==> src/rtl/serial_paralelo_rx_if.sv <==
// Lane-side signal bundle of the per-lane receive deserializer.
// The deserializer takes the slave view; whatever feeds the serial bit takes the master view.
interface serial_paralelo_rx_if;
  logic       data_in;
  logic [7:0] data_out;
  logic       valid_out;
  logic       byte_strb;
  logic       active;
  logic [3:0] com_cnt;

  modport master (
    output data_in,
    input  data_out, valid_out, byte_strb, active, com_cnt
  );

  modport slave (
    input  data_in,
    output data_out, valid_out, byte_strb, active, com_cnt
  );
endinterface

==> src/rtl/serial_paralelo_rx.sv <==
// Per-lane receive deserializer: hunts for COM-aligned bytes, declares lock after
// COM_LOCK periodic COMs, then emits every non-COM byte on its boundary.
module serial_paralelo_rx #(
  parameter logic [7:0] COM      = 8'hBC,
  parameter int         COM_LOCK = 4
) (
  input logic             clk,
  input logic             reset,
  serial_paralelo_rx_if.slave bus
);

  typedef enum logic [1:0] {SEARCH, ALIGN, LOCKED} state_t;

  localparam logic [3:0] LOCK_CNT = 4'(COM_LOCK);

  state_t     state, state_n;
  logic [7:0] sr;
  logic [2:0] bit_cnt, bit_cnt_n;
  logic [3:0] com_cnt, com_cnt_n;
  logic [7:0] data_out, data_out_n;
  logic       valid_out, valid_out_n;
  logic       byte_strb, byte_strb_n;
  logic       active, active_n;
  logic [7:0] nxt;
  logic [3:0] com_inc;

  // nxt is the byte that will sit in the shift register after this edge
  assign nxt     = {sr[6:0], bus.data_in};
  assign com_inc = com_cnt + 4'd1;

  always_ff @(posedge clk or posedge reset) begin
    if (reset) begin
      state     <= SEARCH;
      sr        <= 8'h00;
      bit_cnt   <= 3'd0;
      com_cnt   <= 4'd0;
      data_out  <= 8'h00;
      valid_out <= 1'b0;
      byte_strb <= 1'b0;
      active    <= 1'b0;
    end else begin
      state     <= state_n;
      sr        <= nxt;
      bit_cnt   <= bit_cnt_n;
      com_cnt   <= com_cnt_n;
      data_out  <= data_out_n;
      valid_out <= valid_out_n;
      byte_strb <= byte_strb_n;
      active    <= active_n;
    end
  end

  always_comb begin
    state_n     = state;
    bit_cnt_n   = bit_cnt + 3'd1;
    com_cnt_n   = com_cnt;
    data_out_n  = data_out;
    valid_out_n = valid_out;
    byte_strb_n = 1'b0;
    active_n    = active;

    unique case (state)
      SEARCH: begin
        if (nxt == COM) begin
          state_n   = ALIGN;
          com_cnt_n = 4'd1;
          bit_cnt_n = 3'd0;
        end
      end

      // A non-COM byte on an aligned boundary drops back to hunting on the next clock
      ALIGN: begin
        if (bit_cnt == 3'd7) begin
          if (nxt == COM) begin
            if (com_inc == LOCK_CNT) begin
              state_n   = LOCKED;
              active_n  = 1'b1;
              com_cnt_n = LOCK_CNT;
            end else begin
              com_cnt_n = com_inc;
            end
          end else begin
            state_n   = SEARCH;
            com_cnt_n = 4'd0;
          end
        end
      end

      LOCKED: begin
        if (bit_cnt == 3'd7) begin
          byte_strb_n = 1'b1;
          if (nxt != COM) begin
            data_out_n  = nxt;
            valid_out_n = 1'b1;
          end else begin
            valid_out_n = 1'b0;
          end
        end
      end

      default: state_n = SEARCH;
    endcase
  end

  assign bus.data_out  = data_out;
  assign bus.valid_out = valid_out;
  assign bus.byte_strb = byte_strb;
  assign bus.active    = active;
  assign bus.com_cnt   = com_cnt;

endmodule
==> src/flat_wrapper.sv <==
// flat-port wrapper written by rule: the top's interface ports become plain ports
module serial_paralelo_rx_flat 
#(
  parameter logic [7:0] COM      = 8'hBC,
  parameter int         COM_LOCK = 4
)
  (clk, reset, bus_data_in, bus_data_out, bus_valid_out, bus_byte_strb, bus_active, bus_com_cnt);
  serial_paralelo_rx_if bus_i ();
  input logic clk;
  input logic reset;
  input wire logic [$bits(bus_i.data_in)-1:0] bus_data_in;
  output wire logic [$bits(bus_i.data_out)-1:0] bus_data_out;
  output wire logic [$bits(bus_i.valid_out)-1:0] bus_valid_out;
  output wire logic [$bits(bus_i.byte_strb)-1:0] bus_byte_strb;
  output wire logic [$bits(bus_i.active)-1:0] bus_active;
  output wire logic [$bits(bus_i.com_cnt)-1:0] bus_com_cnt;
  assign bus_i.data_in = bus_data_in;
  assign bus_data_out = bus_i.data_out;
  assign bus_valid_out = bus_i.valid_out;
  assign bus_byte_strb = bus_i.byte_strb;
  assign bus_active = bus_i.active;
  assign bus_com_cnt = bus_i.com_cnt;
  serial_paralelo_rx #(.COM(COM), .COM_LOCK(COM_LOCK)) u_core (.clk(clk), .reset(reset), .bus(bus_i));
endmodule
==> config.mk <==
export PLATFORM = sky130hd
export DESIGN_NAME = serial_paralelo_rx_flat
export DESIGN_NICKNAME = d
export VERILOG_FILES = /design/src/rtl/serial_paralelo_rx_if.sv /design/src/rtl/serial_paralelo_rx.sv /design/src/flat_wrapper.sv
export SDC_FILE = /design/constraint.sdc
export NUM_CORES = 1
export LEC_CHECK = 0
export BUFFER_PORTS_ARGS = -buffer_cell sky130_fd_sc_hd__buf_2
export CAP_MARGIN = 20
export CORE_UTILIZATION = 58
export DETAILED_ROUTE_END_ITERATION = 8
export PLACE_DENSITY = 0.87
export RECOVER_POWER = 100
export SLEW_MARGIN = 20
export SYNTH_ARGS = -nofsm -noshare
export SYNTH_HDL_FRONTEND = slang
export SYNTH_SLANG_ARGS = --single-unit
==> constraint.sdc <==
create_clock -name clk -period 2.8 [get_ports clk]
set_input_delay 0.56 -clock clk [delete_from_list [all_inputs] [get_ports clk]]
set_output_delay 0.56 -clock clk [all_outputs]
set_load 0.01 [all_outputs]
==> summary.md, run 1 <==
| Metric | Value |
|---|---|
| Status | `completed` |
| Clk Latency, worst-skew pair | `0.34 ns` |
| Slew headroom | `39.13%` |
| CTS tree | `built` |
| Final Core Density | `64.82%` |
| DRT antenna net count | `0` |
| Setup CP Type | `reg2reg` |
| Clock Path Buffers | `2` |
| Clk sinks | `27` |
| Worst Skew | `0.007646 ns` |
| #FFs+latches synth | `27` |
| RSZ-0062 raised after global routing | `no` |
| CTS Hold Bufs | `0` |
| Yosys warns | `0` |
| Syn Inst Count | `88` |
| Leading area contributor after synthesis | `dfrtp_1` |
| Post-synthesis mux area share | `8.842%` |
| Post-CTS sizing | `0` |
| Setup_tns | `0 ns` |
| Peak VDD IR | `0.0003268 V` |
| Final worst-path cycle share | `69.38%` |
| CP required | `3.04 ns` |
| Fmax achieved | `0.5148 GHz` |
| DIE HEIGHT | `47.27 µm` |
| Crit-path max FO | `9` |
| # DRC | `0` |
| Most instantiated library cell after synthesis | `dfrtp_1` |
| Synth Area in XOR/XNOR | `0%` |
| Area fraction of the dominant cell type after synthesis | `56.84%` |
| Postcts setup bufs | `0` |
| Via density | `5.872` |
| Final Critical Period | `1.943 ns` |
| Kind of start point of the critical path | `flip-flop` |
| Max-cap violations | `0` |
| Mapped Area | `1189 µm²` |
| Clock-pin transition on the worst setup and hold timing paths | `0.14 ns` |
| Cell Rows | `16` |
| First-pass GRT wire length | `3312 µm` |
| Final global-route overflow total | `0` |
| Async SR Flop Fraction | `100.0%` |
| Routed WL | `2134 µm` |
| Initial DRT Pass Iterations | `4` |
| Die width | `47.27 µm` |
| Root Driver | `clkbuf_4` |
| Sequential cell area | `675.6 µm²` |
| Leak pwr | `0.0005759 µW` |
| WP data arrival | `2.18 ns` |
| Routed length per instance | `16.05 µm` |
| Num ports | `18` |
| R2R depth | `5` |
| Initial antenna violation count | `0` |
| Die area | `2234 µm²` |
| Vias | `781` |
| Ant. Diodes | `0` |
| Post-synth cell types | `32` |
| HP Class | `in2async` |
| Fraction of the mapped netlist area in adder cells | `4.211%` |
| Share of cells above drive strength 1 | `7.547%` |
| Area of the multi-input gates | `442.9 µm²` |
| Synth Area per Inst | `13.51 µm²` |
| Largest net degree at the start of global routing | `28` |
| Pre-CTS setup slack | `0.9353 ns` |
| Largest family of logic cells by synthesized area | `simple AND/OR/NAND/NOR gates` |
| Number of global-route vias before repair | `713` |
| Commonest cells in the netlist | `dfrtp_1, mux2_4, nor2b_1` |
| FILL cells | `159` |
| Initial DRC Count | `23` |
| Setup violators final | `0` |
| Synth-to-layout area growth | `5.895%` |
| H-tree levels | `1` |
| Nets | `114` |
| Final hold violation count | `0` |
| Final WS setup | `0.8574 ns` |
| Sequential cell area fraction in the yosys report | `56.84%` |
| Least-Margin Pin Slew | `0.9074 ns` |
| Synth Area in Simple Gates | `14.95%` |
| Final GP Congestion | `0.8644` |
| Core Area | `1942 µm²` |
| Prevailing post-synth register cell | `dfrtp_1` |
| GRT Resource Usage Total | `22.20%` |
| Syn_nets | `95` |
| Number of buffers created by CTS | `3` |
| IO buf count | `17` |
| Fin area | `1259 µm²` |
| Post-synth EDFFs | `0` |
| Slew Limit Fails | `0` |
| Placed cell area | `1289 µm²` |
| Compound-gate portion of the synthesized area | `12.63%` |
| Hpwl dp | `1553 µm` |
| Starting Density | `61.21%` |
| PD cells | `532.0 nW/µm²` |
| Setup crit end kind | `flip-flop` |
| Area contributors post-synth | `dfrtp_1, mux2_4, ha_1, nor2b_1, o31ai_1` |
-- layout make-up --
class | instances | area share (%)
clock inverter | 1 | 0.5964
clock buffer | 3 | 1.789
sequential | 27 | 53.68
multi-input combinational | 55 | 35.19
inverter | 3 | 0.8946
timing repair buffer | 17 | 5.169
tap | 27 | 2.684
-- cell usage in the layout, fill, tap and decap left out, types with 2 or more instances in the layout --
cell and count:
ha_1 4, nand3_1 2, o2bb2ai_1 2, nor3_1 3, nor2b_1 5, a21oi_1 2
mux2_1 7, o31ai_1 4, o21ai_0 2, a21o_1 3, clkbuf_4 3, nor2_1 2
clkbuf_1 16, dfrtp_1 27, nand2_1 4, o32ai_1 2
-- power by group --
| part | internal, µW | leakage (µW) | switching (µW) |
|---|---|---|---|
| combinational | 25.6 | 0.000214 | 33.5 |
| sequential | 418 | 0.000348 | 19.9 |
| clock | 54.9 | 0.0000139 | 117 |
| total | 499 | 0.000576 | 171 |
-- per-layer routing --
metal | vias up | wire (µm) | GRT usage (%)
met5 | - | 0 | 0
met4 | 0 | 42 | 10.29
met3 | 5 | 109 | 3.462
met2 | 36 | 1058 | 35.62
met1 | 378 | 923 | 29.70
li1 | 362 | - | -
-- final timing paths --
kind	start	endpoint	slack, ns
min reg2reg	u_core.sr[5]	u_core.sr[6]	0.42
min in group clk	bus_data_in	u_core.sr[0]	0.35
max	u_core.bit_cnt[0]	u_core.bus.data_out[6]	0.86
max in group asynchronous	reset	u_core.bus.active	2.10
min	reset	u_core.sr[5]	0.28
max reg2reg	u_core.bit_cnt[0]	u_core.bus.data_out[6]	0.86
-- worst max-delay path: stages (launching register included) --
cell and delay (ns):
dfrtp_1 0.38, ha_1 0.15, ha_1 0.36, nand3_1 0.27, nor2b_4 0.32, mux2_1 0.36
-- logic make-up after synthesis --
group,count (synthesis)
compound gates,20
simple gates,24
buf+inv,6
flops,27
mux,7
fa+ha+maj,4
-- state kept, by name, indices dropped and copies added, names as in the netlist --
| signal | count |
|---|---|
| u_core.bus.valid_out | 1 |
| u_core.sr | 7 |
| u_core.bus.com_cnt | 4 |
| u_core.bus.active | 1 |
| u_core.bus.byte_strb | 1 |
| u_core.state | 2 |
| u_core.bit_cnt | 3 |
| u_core.bus.data_out | 8 |
-- metrics by stage --
step,std cells,power [µW],hold WS (ns)
finish,133,669.7,0.2814
global route,133,699.8,0.3281
CTS,133,678.2,0.3461
detailed placement,129,510.1,0.4038
global placement,129,505.4,0.3843
floorplan,88,487.0,0.3671
No activity file was read; power rests on OpenSTA's default activity.
==> run 2: changes to the inputs <==
- CORE_UTILIZATION: 58 -> 49
- PLACE_DENSITY: 0.87 -> 0.79
- clock period: 2.8 -> 1.55 ns (I/O delays scaled with it)
==> summary.md, run 2 (synthesized netlist as in run 1, its figures left out) <==
| Metric | Value |
|---|---|
| Status | `completed (unchanged)` |
| R2R depth | `5 (unchanged)` |
| HP Class | `in2async (unchanged)` |
| CTS tree | `built (unchanged)` |
| Ant. Diodes | `0 (unchanged)` |
| Peak VDD IR | `0.0007054 V (was 0.0003268 V)` |
| Leak pwr | `0.0007367 µW (was 0.0005759 µW)` |
| Commonest cells after routing, fill and taps aside | `dfrtp_1, buf_2, buf_4 (was dfrtp_1, clkbuf_1, mux2_1)` |
| Placed Cells | `143 (was 129)` |
| Final hold violation count | `0 (unchanged)` |
| Hpwl dp | `1707 µm (was 1553 µm)` |
| Starting Density | `52.72% (was 61.21%)` |
| Initial DRT Pass Iterations | `4 (unchanged)` |
| Fin area | `1560 µm² (was 1259 µm²)` |
| Largest net degree at the start of global routing | `28 (unchanged)` |
| Routed WL | `2426 µm (was 2134 µm)` |
| CP required | `1.83 ns (was 3.04 ns)` |
| Slowest-stage cell, CP | `or4b_4 (was dfrtp_1)` |
| Crit path from | `u_core.bus.com_cnt[0] (was u_core.bit_cnt[0])` |
| Num ports | `18 (unchanged)` |
| RSZ-0062 raised after global routing | `yes (was no)` |
| Core Area | `2255 µm² (was 1942 µm²)` |
| Final worst-path cycle share | `99.89% (was 69.38%)` |
| First-pass GRT wire length | `3877 µm (was 3312 µm)` |
| Fmax achieved | `0.6459 GHz (was 0.5148 GHz)` |
| Clock-pin transition on the worst setup and hold timing paths | `0.15 ns (was 0.14 ns)` |
| Number of global-route vias before repair | `792 (was 713)` |
| Setup crit end kind | `flip-flop (unchanged)` |
| FILL cells | `164 (was 159)` |
| Routed length per instance | `16.07 µm (was 16.05 µm)` |
| Least-Margin Pin Slew | `0.6516 ns (was 0.9074 ns)` |
| CP max stage delay | `0.51 ns (was 0.38 ns)` |
| Placed cell area | `1413 µm² (was 1289 µm²)` |
| WP data arrival | `1.83 ns (was 2.18 ns)` |
| Cell Rows | `17 (was 16)` |
| CP top delay family | `simple AND/OR/NAND/NOR gates (unchanged)` |
| Number of buffers created by CTS | `3 (unchanged)` |
| Clk sinks | `27 (unchanged)` |
| FF-to-FF End | `u_core.bus.active (was u_core.bus.data_out[6])` |
| Most common cell after layout, fill and taps aside | `dfrtp_1 (unchanged)` |
| Slew headroom | `56.56% (was 39.13%)` |
| Kind of start point of the critical path | `flip-flop (unchanged)` |
| Max-cap violations | `0 (unchanged)` |
| Setup violators final | `0 (unchanged)` |
| Root Driver | `clkbuf_4 (unchanged)` |
| Worst Skew | `0.001129 ns (was 0.007646 ns)` |
| GRT Resource Usage Total | `20.67% (was 22.20%)` |
| DRT antenna net count | `0 (unchanged)` |
| Via density | `5.530 (was 5.872)` |
| DIE HEIGHT | `51.25 µm (was 47.27 µm)` |
| Die area | `2627 µm² (was 2234 µm²)` |
| IO buf count | `17 (unchanged)` |
| Setup_tns | `0 ns (unchanged)` |
| Clock Path Buffers | `2 (unchanged)` |
| Total power | `1282 µW (was 669.7 µW)` |
| Slew Limit Fails | `0 (unchanged)` |
| Final GP Congestion | `0.8610 (was 0.8644)` |
| Final cell count without fillers | `151 (was 133)` |
| Final Critical Period | `1.548 ns (was 1.943 ns)` |
| # DRC | `0 (unchanged)` |
| Die width | `51.25 µm (was 47.27 µm)` |
| Initial DRC Count | `28 (was 23)` |
| PD cells | `821.9 nW/µm² (was 532.0 nW/µm²)` |
| Worst-path cell chain | `ha_4 > nand2_2 > or4b_4 > o31ai_4 > a31o_1 (was ha_1 > ha_1 > nand3_1 > nor2b_4 > mux2_1)` |
| Largest registers | `u_core.bus.data_out: 8 flops, u_core.sr: 7 flops, u_core.bus.com_cnt: 4 flops (unchanged)` |
| Crit-path max FO | `4 (was 9)` |
| Worst R2R Setup Slack | `0.002 ns (was 0.86 ns)` |
| Most flops, register | `u_core.bus.data_out (unchanged)` |
| Final global-route overflow total | `0 (unchanged)` |
| Reg-to-Reg Start | `u_core.bus.com_cnt[0] (was u_core.bit_cnt[0])` |
| Bufs and invs on worst path | `0 (unchanged)` |
| Initial antenna violation count | `0 (unchanged)` |
| Clk Latency, worst-skew pair | `0.33 ns (was 0.34 ns)` |
| Vias | `835 (was 781)` |
| Synth-to-layout area growth | `31.26% (was 5.895%)` |
| Share of cells above drive strength 1 | `50.41% (was 7.547%)` |
| Setup CP Type | `reg2reg (unchanged)` |
| Number of flip-flops in the largest register | `8 (unchanged)` |
| H-tree levels | `1 (unchanged)` |
| Nets | `131 (was 114)` |
## run 2: changes by cell type in the layout (fill, tap and decap cells not counted), moves of 3 or more
cell / change
mux2_1: -7
mux2_4: +7
clkbuf_1: -15
buf_2: +15
buf_4: +10
buf_6: +4
ha_1: -4
ha_4: +3
## run 2: worst max-delay path by stage
| stage | cells past startpoint | end | slack [ns] |
|---|---|---|---|
| after floorplan | 4 | u_core.state[0] | 0.009 |
| after global placement | 4 | u_core.state[0] | 0.007 |
| after detailed placement | 4 | u_core.state[0] | -0.04 |
| after CTS | 4 | u_core.bus.active | 0.0005 |
| final | 5 | u_core.bus.active | 0.002 |
| after global routing | 5 | u_core.state[1] | -0.01 |
## run 2: worst register-to-register path, stage by stage, from the launching register on
cell and delay [ns]:
dfrtp_2 0.47, ha_4 0.16, nand2_2 0.08, or4b_4 0.51, o31ai_4 0.09, a31o_1 0.19
## run 2: area by class of cell
class	count	area (µm²)	share of cell area (%)
Tap cell	28	35.03	2.245
Timing Repair Buffer	33	216.5	13.87
Clock inverter	1	7.507	0.4812
Clock buffer	3	22.52	1.443
Inverter	3	11.26	0.7217
Sequential cell	27	678.2	43.46
Multi-Input combinational cell	56	589.3	37.77
## run 2: repair_timing
action | 4_1_cts | 5_1_grt
setup endpoints to repair | 11 | 7
gates cloned | 1 | 0
buffers inserted | 0 | 3
hold buffers | 0 | 0
pin swaps | 1 | 9
gates resized for setup | 5 | 12
## run 2: power by group
| group | switching (µW) | internal, µW |
|---|---|---|
| Sequential | 44.0 | 757 |
| Combinational | 75.6 | 88.2 |
| Clock | 219 | 99.0 |
| Total | 339 | 944 |
## run 2: through the flow
stage | util, % | hold WS [ns] | setup slack [ns]
2_1_floorplan | - | 0.3414 | 0.008512
3_3_place_gp | 62.65 | 0.3737 | 0.006923
3_5_place_dp | 62.65 | 0.3892 | -0.04038
4_1_cts | 65.48 | 0.009177 | 0.0004956
5_1_grt | 69.20 | 0.1758 | -0.01498
6_report | 69.20 | 0.1160 | 0.001773
## run 2: metal layers
metal / vias to the layer above / wire length (µm) / track usage, %
li1: 390 / - / -
met2: 28 / 1193 / 32.46
met5: - / 0 / 0
met3: 5 / 95 / 3.571
met1: 412 / 1093 / 27.91
met4: 0 / 43 / 9.459
==> run 3: changes to the inputs <==
- MAX_ROUTING_LAYER: not set -> met4
==> summary.md, run 3 (synthesized netlist as in run 1, its figures left out) <==
| Metric | Value |
|---|---|
| WP data arrival | `1.86 ns (was 1.83 ns)` |
| Slew Limit Fails | `0 (unchanged)` |
| Placed Cells | `143 (unchanged)` |
| Reg-to-Reg Start | `u_core.bus.com_cnt[0] (unchanged)` |
| Placed cell area | `1413 µm² (unchanged)` |
| Clk Latency, worst-skew pair | `0.33 ns (about the same)` |
| Least-Margin Pin Slew | `0.6452 ns (was 0.6516 ns)` |
| Worst R2R Setup Slack | `-0.02 ns (was 0.002 ns)` |
| Via density | `5.539 (was 5.530)` |
| GRT Resource Usage Total | `21.17% (was 20.67%)` |
| Initial DRC Count | `7 (was 28)` |
| CTS Hold Bufs | `0 (unchanged)` |
| Clock-pin transition on the worst setup and hold timing paths | `0.15 ns (about the same)` |
| Nets | `132 (was 131)` |
| Most common cell after layout, fill and taps aside | `dfrtp_1 (unchanged)` |
| Synth-to-layout area growth | `32.32% (was 31.26%)` |
| Num ports | `18 (unchanged)` |
| First-pass GRT wire length | `3836 µm (was 3877 µm)` |
| Share of cells above drive strength 1 | `43.55% (was 50.41%)` |
| R2R depth | `4 (was 5)` |
| Routed length per instance | `16.40 µm (was 16.07 µm)` |
| IO buf count | `17 (unchanged)` |
| Max-cap violations | `0 (unchanged)` |
| Final GP Congestion | `0.9082 (was 0.8610)` |
| Clk sinks | `27 (unchanged)` |
| Final hold violation count | `0 (unchanged)` |
| Internal power | `934.8 µW (was 943.7 µW)` |
| HP Class | `in2async (unchanged)` |
| CP required | `1.83 ns (about the same)` |
| Cell Rows | `17 (unchanged)` |
| Routed WL | `2493 µm (was 2426 µm)` |
| Hpwl dp | `1680 µm (was 1707 µm)` |
| Worst Skew | `0.003045 ns (was 0.001129 ns)` |
| Setup crit end kind | `flip-flop (unchanged)` |
| Initial antenna violation count | `0 (unchanged)` |
| Failing checks | `negative setup slack` |
| CTS tree | `built (unchanged)` |
| Die width | `51.25 µm (unchanged)` |
| DRT antenna net count | `0 (unchanged)` |
| Most flops, register | `u_core.bus.data_out (unchanged)` |
| Pre-CTS setup slack | `-0.08845 ns (was -0.04038 ns)` |
| Slowest-stage cell, CP | `or4b_4 (unchanged)` |
| Status | `finished, violations left (was completed)` |
| Die area | `2627 µm² (unchanged)` |
| Clock Path Buffers | `2 (unchanged)` |
| Root Driver | `clkbuf_4 (unchanged)` |
| H-tree levels | `1 (unchanged)` |
| Initial DRT Pass Iterations | `4 (unchanged)` |
| CP max stage delay | `0.55 ns (was 0.51 ns)` |
| Number of global-route vias before repair | `819 (was 792)` |
| Core Area | `2255 µm² (unchanged)` |
| Leak pwr | `0.0007394 µW (was 0.0007367 µW)` |
| Setup violators final | `3 (was 0)` |
| Final Critical Period | `1.573 ns (was 1.548 ns)` |
| Final global-route overflow total | `0 (unchanged)` |
| Final worst-path cycle share | `101.5% (was 99.89%)` |
| Vias | `842 (was 835)` |
| Total power | `1280 µW (was 1282 µW)` |
| Peak VDD IR | `0.0005852 V (was 0.0007054 V)` |
| Gate power share | `11.9% (was 12.8%)` |
| Crit-path max FO | `5 (was 4)` |
| Setup CP Type | `reg2reg (unchanged)` |
| Fin area | `1573 µm² (was 1560 µm²)` |
| Clk pwr share | `25.0% (was 24.8%)` |
| Seq pwr share | `63.1% (was 62.4%)` |
| Number of buffers created by CTS | `3 (unchanged)` |
| # DRC | `0 (unchanged)` |
| Largest net degree at the start of global routing | `28 (unchanged)` |
| Slew headroom | `56.99% (was 56.56%)` |
| Switching pwr | `344.7 µW (was 338.6 µW)` |
| Worst-path cell chain | `ha_4 > or4b_4 > o31ai_4 > a31o_1 (was ha_4 > nand2_2 > or4b_4 > o31ai_4 > a31o_1)` |
| PD cells | `813.5 nW/µm² (was 821.9 nW/µm²)` |
| Ant. Diodes | `0 (unchanged)` |
| Switch share | `26.94% (was 26.40%)` |
| FF-to-FF End | `u_core.bus.active (unchanged)` |
| RSZ-0062 raised after global routing | `yes (unchanged)` |
| Commonest cells after routing, fill and taps aside | `dfrtp_1, buf_4, clkbuf_1 (was dfrtp_1, buf_2, buf_4)` |
| Final cell count without fillers | `152 (was 151)` |
| Starting Density | `52.72% (unchanged)` |
| Kind of start point of the critical path | `flip-flop (unchanged)` |
| Number of flip-flops in the largest register | `8 (unchanged)` |
| Largest registers | `u_core.bus.data_out: 8 flops, u_core.sr: 7 flops, u_core.bus.com_cnt: 4 flops (unchanged)` |
| Fmax achieved | `0.6358 GHz (was 0.6459 GHz)` |
| Final WS setup | `-0.02283 ns (was 0.001773 ns)` |
| DIE HEIGHT | `51.25 µm (unchanged)` |
run 3: worst max-delay path by stage:
| stage | to | slack, ns | start | cells past startpoint |
|---|---|---|---|---|
| after global routing | u_core.bus.active | -0.06 | u_core.bus.com_cnt[0] | 4 |
| after global placement | u_core.state[0] | 0.01 | u_core.bus.com_cnt[0] | 4 |
| final | u_core.bus.active | -0.02 | u_core.bus.com_cnt[0] | 4 |
| after detailed placement | u_core.state[0] | -0.09 | u_core.bus.com_cnt[0] | 4 |
| after floorplan | u_core.state[0] | 0.009 | u_core.bus.com_cnt[0] | 4 |
| after CTS | u_core.state[0] | -0.02 | u_core.bus.com_cnt[0] | 4 |
run 3: timing repair:
| item | 4_1_cts | 5_1_grt |
|---|---|---|
| pin swaps | 1 | 8 |
| endpoints found under the setup margin | 11 | 14 |
| buffers inserted | 1 | 4 |
| resized for setup | 6 | 12 |
run 3: layout make-up:
cell class,instances,area (µm²)
Clock buffer,3,22.52
Timing Repair Buffer,35,224.0
Inverter,3,11.26
Tap cell,28,35.03
Fill cell,165,681.9
Multi-Input combinational cell,55,593.1
Sequential cell,27,679.4
Clock inverter,1,7.507
run 3: metrics by stage:
step | TNS, ns | hold slack [ns] | utilization, %
6_report | -0.04764 | 0.1189 | 69.76
5_1_grt | -0.5525 | 0.1865 | 69.76
4_1_cts | -0.04527 | 0.01484 | 65.76
3_5_place_dp | -0.1988 | 0.3927 | 62.65
3_3_place_gp | 0 | 0.3706 | 62.65
2_1_floorplan | 0 | 0.3414 | -
run 3: worst max-delay path, delay by kind of cell, from the launching register on:
kind / cells / cell delay (ns)
simple gates: 1 / 0.55
compound gates: 2 / 0.29
fa+ha+maj: 1 / 0.19
flops: 1 / 0.50
run 3: power by group through the flow:
stage | clock [µW] | combinational [µW] | sequential [µW]
finish | 319 | 152 | 808
global route | 348 | 169 | 811
CTS | 328 | 147 | 803
detailed placement | 0 | 144 | 816
global placement | 0 | 138 | 808
floorplan | 0 | 87.2 | 811
run 3: per-layer routing:
layer  track usage (%)  vias to the layer above  part of all wire, %
met5                 -                        -                    0
met4             10.81                        0                  3.0
met3             3.571                        9                  3.2
met2             33.55                       27                   49
met1             26.10                      412                   45
li1                  -                      394                    -
